## src/rtl/pit_timer.sv

```systemverilog
// Programmable interval timer: prescaler and divider built from loadable down-counter bit cells.
// tint is registered, one clk wide; there is no backpressure and writes always win over counting.

module pit_cell (
   input  logic clk,
   input  logic resl,
   input  logic ld,
   input  logic d,
   input  logic en,
   input  logic ci,
   output logic q,
   output logic co
);

   // A down-count flips a bit when every lower bit is zero; the borrow continues past a zero bit.
   assign co = ci & ~q;

   always_ff @(posedge clk or negedge resl) begin
      if (!resl)
         q <= 1'b0;
      else if (ld)
         q <= d;
      else if (en && ci)
         q <= ~q;
   end

endmodule

module pit_timer #(
   parameter int WIDTH = 16
) (
   input  logic             clk,
   input  logic             resl,
   input  logic             pre_wr,
   input  logic             div_wr,
   input  logic [WIDTH-1:0] wdata,
   output logic [WIDTH-1:0] pre_q,
   output logic [WIDTH-1:0] div_q,
   output logic             run,
   output logic             tint
);

   logic [WIDTH-1:0] pre_reg;
   logic [WIDTH-1:0] div_reg;
   logic [WIDTH-1:0] div_reg_nxt;
   logic [WIDTH:0]   pre_b;
   logic [WIDTH:0]   div_b;
   logic             pborrow;
   logic             dborrow;
   logic             pre_ld;
   logic             div_en;
   logic             div_ld;
   logic [WIDTH-1:0] pre_d;
   logic [WIDTH-1:0] div_d;

   assign pre_b[0] = 1'b1;
   assign div_b[0] = 1'b1;
   assign pborrow  = pre_b[WIDTH];
   assign dborrow  = div_b[WIDTH];

   // A borrow out of the top bit means the count sits at zero: reload replaces the wrap.
   assign pre_ld = pre_wr | (run & pborrow);
   assign pre_d  = pre_wr ? wdata : pre_reg;
   assign div_en = run & pborrow & ~pre_wr;
   assign div_ld = div_wr | (div_en & dborrow);
   assign div_d  = div_wr ? wdata : div_reg;

   assign div_reg_nxt = div_wr ? wdata : div_reg;

   for (genvar i = 0; i < WIDTH; i++) begin : g_cells
      pit_cell u_pre (
         .clk  (clk),
         .resl (resl),
         .ld   (pre_ld),
         .d    (pre_d[i]),
         .en   (run),
         .ci   (pre_b[i]),
         .q    (pre_q[i]),
         .co   (pre_b[i+1])
      );
      pit_cell u_div (
         .clk  (clk),
         .resl (resl),
         .ld   (div_ld),
         .d    (div_d[i]),
         .en   (div_en),
         .ci   (div_b[i]),
         .q    (div_q[i]),
         .co   (div_b[i+1])
      );
   end

   always_ff @(posedge clk or negedge resl) begin
      if (!resl) begin
         pre_reg <= '0;
         div_reg <= '0;
         run     <= 1'b0;
         tint    <= 1'b0;
      end else begin
         if (pre_wr)
            pre_reg <= wdata;
         div_reg <= div_reg_nxt;
         run     <= (div_reg_nxt != '0);
         // Any strobe on this edge suppresses the request, even one to the other register.
         tint    <= div_en & dborrow & ~div_wr;
      end
   end

endmodule

```

## config.mk

```make
export PLATFORM = sky130hd
export DESIGN_NAME = pit_timer
export DESIGN_NICKNAME = d
export VERILOG_FILES = /design/src/rtl/pit_timer.sv
export SDC_FILE = /design/constraint.sdc
export NUM_CORES = 1
export LEC_CHECK = 0
export CORE_MARGIN = 1.5
export CORE_UTILIZATION = 54
export DETAILED_ROUTE_END_ITERATION = 7
export PLACE_DENSITY = 0.8
export SYNTH_ARGS = -nofsm -noshare
export SYNTH_HDL_FRONTEND = slang
export SYNTH_SLANG_ARGS = --single-unit
```

## constraint.sdc

```tcl
create_clock -name clk -period 2.6 [get_ports clk]
set_input_delay 0.39 -clock clk [delete_from_list [all_inputs] [get_ports clk]]
set_output_delay 0.39 -clock clk [all_outputs]
set_load 0.01 [all_outputs]
```

# --- Yosys cells after proc, flatten, opt, wreduce, memory -nomap -nowiden ---
# Cells that the tools add are included.
word_totals:
  input_bits: 20
  out_inout_bits: 34
  regBits: 66
  wordCells: 235
classes:
  n_reduce_logical: 63
  bitwise_logic: 70
  mux: 66
op_table:
  columns: ["op", "n"]
  rows:
  - ["$mux W1", 64]
  - ["$reduce_bool A2 Y1", 32]
  - ["$and A1 B1 Y1", 34]
  - ["$not A1 Y1", 34]
  - ["$mux W16", 2]
  - ["$logic_and A1 B1 Y1", 30]
  - ["$reduce_bool A16 Y1", 1]
  - ["$or A1 B1 Y1", 2]

# --- Longest topological paths before layout ---
logic_depth:
  ltp_word: 21
  mapped_depth: 7

# --- Hierarchy ---
# From an unflattened synthesis, not the netlist that was laid out.
unflattened:
  cells_unflattened: 275
  area_unflattened_um2: 3404.5
by_module_without_submodules:
  columns: ["module", "n_inst", "seq_area_each_um2", "area_per_inst_um2", "cells_each"]
  rows:
  - ["pit_cell", 32, 25.0, 65.1, 6]
  - ["pit_timer", 1, 850.8, 1322.5, 83]

# --- Least setup slack after synthesis ---
# Ideal clock, no wire load.
synth_path:
  path_type: "register to register"
  from: "reg g_cells[0].u_div.q"
  to: "reg g_cells[11].u_div.q"
  setup_time_ns: 0.126
  arrival_time_ns: 2.121
  n_path_buf: 1
  slack_ns: 0.353
  synth_period_minus_slack_ns: 2.247
  stages_incl_launch_ff: 7
  cell_sequence: "dfrtp_1 -> or4_4 -> or4_4 -> nor3_4 -> a21oi_2 -> buf_6 -> o32a_1"
synth_between:
  elab_chain_len: 19
synth_lines:
  columns: ["item", "line", "source"]
  rows:
  - ["start, declared", "11", "output logic q,"]
  - ["start signal, assigned", "24", "q <= ~q;"]
  - ["$not A1 Y1 (*)", "16", "assign co = ci & ~q;"]
  - ["$and A1 B1 Y1 (*) (10 in a row)", "16", null]
  - ["$and A1 B1 Y1 (5 in a row)", "16", null]
  - ["$and A1 B1 Y1", "65", "assign div_ld = div_wr | (div_en & dborrow);"]
  - ["$or A1 B1 Y1", "65", null]
  - ["$mux W1 or $reduce_bool A2 Y1 (tied branches)", null, null]
  - ["end signal, assigned", "24", null]
  - ["end, declared", "11", null]
# Mark *: on every way between the ends. The rest lies on a longest branch, timed or not.
# A chain may end at the register's enable or synchronous reset.

# --- Worst setup path after layout ---
# Same ends and word-level chain as after synthesis.

==> reports/metrics.yaml <==
ant_nets: 0
worstSetupStartpointType: "flop"
synth-edff-count: 0
p_sw_uw: 787
max_freq_mhz: 406
initial_core_util: 0.565
setup_violations: 0
grt_max_degree: 29
fin_skew_ns: 0.0114
switching_share: 0.289
synth_seq_cells: 66
p_leak_nw: 1.70
crit_arrival_ns: 2.68
min_period_ns: 2.46
vias: 2199
antenna_found_initial: 0
chipWidth_um: 82.2
cp.required_ns: 2.82
post_cts_buffers: 0
grt_pass1_wl_mm: 11.1
diodes: 0
yosys.cell_count.top_type: "dfrtp_1"
drive_gt1_frac: 0.218
drt_iter0_drc: 120
hold_buffers: 0
pin_count: 54
cts-root-buf: "clkbuf_8"
synth_largest_area_cell: "dfrtp_1"
synth_top_area_share: 0.488
period_share: 0.946
port_buffers: 53
drc: 0
clk_pin_slew_ns: 0.07
use_met2: 0.337
synth_area_um2: 3390
intPower_mw: 1.94
grt_pass1_vias: 2237
grt_overflow: 0
final.setup.tns_ns: 0
synthCells: 291
clk_latency_ns: 0.34
h-tree-depth: 3
core_area_um2: 5990
cts_tree: "yes"
cts_made_buffers: 9
tightest_slew_ns: 0.878
hp-class: "in -> async"
status: "completed"
vias_per_cell: 5.48
hold_viol_final: 0
grt_use_met1: 0.313
combPwrFrac: 0.214
dp_hpwl_mm: 4.81
p_per_area_nw_per_um2: 684
post_cts_resized: 0
area_growth_pct: 17.7
slew_violations: 0
crit_type: "reg -> reg"
drt_pre_antenna_iters: 4
synth_common_cells: "dfrtp_1 (66), buf_4 (32), mux2_2 (30)"
synthArstFlopShare: 1.00
top_usage_layer: "met2"
wirelength_mm: 6.60
slew-limit-headroom: 0.415
max-vdd-ir-drop_uv: 436
pre_cts_ws_ns: 0.167
wl_per_cell_um: 16.4
die_area_um2: 6750
grtUsageMet3: 0.0440
grt_usage: 0.223
postSynthAreaPerCell_um2: 11.6
clock-sinks: 66
rsz0062_at_grt: "no"
synth_flop_cell: "dfrtp_1"
path_max_fanout: 12
synth_area_leaders: "dfrtp_1 (49%), mux2_2 (10%), mux2i_1 (7.1%)"
synth_fp_nets: 311
cts_max_path_buffers: 2
rows: 28
power_frac_seq: 0.466
layout_setup_ws_ns: 0.139
synth_warnings: 0
layout.nets: 341
end_kind: "flop"
die_h_um: 82.2
ys_seq_area_frac: 0.488
power_frac_clock: 0.320
ys_types: 47
maxCapViolCount: 0
gp_congestion: 0.801
-- cell type report --
class / instances / area (um2)
well taps: 75 / 93.8
clock inverters: 7 / 77.6
flip-flops and latches: 66 / 1650
clock buffers: 9 / 124
fillers: 454 / 2010
repair buffers: 61 / 598
multi-input cells: 163 / 1360
inverters: 20 / 75.1
-- metal layers --
layer  up-vias  wire length, um
met5         -                0
li1       1045                -
met1      1085             3010
met3         9              355
met4         0              110
met2        60             3120
-- through the flow --
stage	hold slack, ns	area [um2]	total power, mW	instances	util
CTS	0.0798	3980	2.74	401	0.665
global placement	0.445	3780	1.85	385	0.631
detailed placement	0.445	3780	1.87	385	0.631
finish	0.0658	3980	2.72	401	0.665
floorplan	0.0944	3390	1.68	291	-
global route	0.109	3980	2.85	401	0.665
-- kinds of logic (layout without fill, tap and decap cells) --
| kind of cell | count (synthesis) | count (layout) | synth area share |
|---|---|---|---|
| flops | 66 | 66 | 0.488 |
| simple gates | 63 | 63 | 0.120 |
| buf+inv | 62 | 97 | 0.109 |
| mux | 54 | 54 | 0.171 |
| compound gates | 25 | 25 | 0.0573 |
| xor+xnor | 21 | 21 | 0.0543 |
-- power groups by stage --
stage          logic [mW]  registers (mW)  clock network [mW]
2_1_floorplan       0.426            1.26                   0
3_3_place_gp        0.571            1.28                   0
3_5_place_dp        0.585            1.29                   0
4_1_cts             0.590            1.27               0.885
5_1_grt             0.639            1.29               0.925
6_report            0.584            1.27               0.872
-- path summary, 6_finish.rpt --
kind	endpoint	slack, ns	start	cells past startpoint
max	g_cells[11].u_div.q	0.14	g_cells[0].u_div.q	5
min	g_cells[6].u_pre.q	0.07	resl	1
max reg2reg	g_cells[11].u_div.q	0.14	g_cells[0].u_div.q	5
min reg2reg	pre_reg[10]	0.50	pre_reg[10]	1
max in group asynchronous	pre_reg[11]	1.91	resl	2
min in group clk	pre_reg[10]	0.50	pre_reg[10]	1
-- cell usage in the layout, fill, tap and decap left out, drive strengths merged, types with 2 or more instances in the layout --
cell type | synthesis | routed
o21ai | 6 | 6
nand2 | 7 | 7
nor2 | 16 | 16
inv | 20 | 22
nor4b | 2 | 2
nand4 | 3 | 3
or3 | 7 | 7
or4 | 6 | 6
clkdlybuf4s50 | 0 | 52
o41ai | 2 | 2
xor2 | 6 | 6
xnor2 | 15 | 15
a21oi | 4 | 4
clkbuf | 3 | 9
nor3b | 2 | 2
nor3 | 4 | 4
or2 | 5 | 5
a22oi | 2 | 2
clkinv | 0 | 3
buf | 39 | 9
nor4 | 8 | 8
dfrtp | 66 | 66
mux2 | 30 | 30
mux2i | 24 | 24
-- worst max-delay path, stage by stage, from the launching register on --
cell     delay [ns]
dfrtp_1        0.46
or4_4          0.56
or4_4          0.60
nor3_4         0.24
a21oi_2        0.26
o32a_1         0.24
Power figures use the tool's default switching activity.
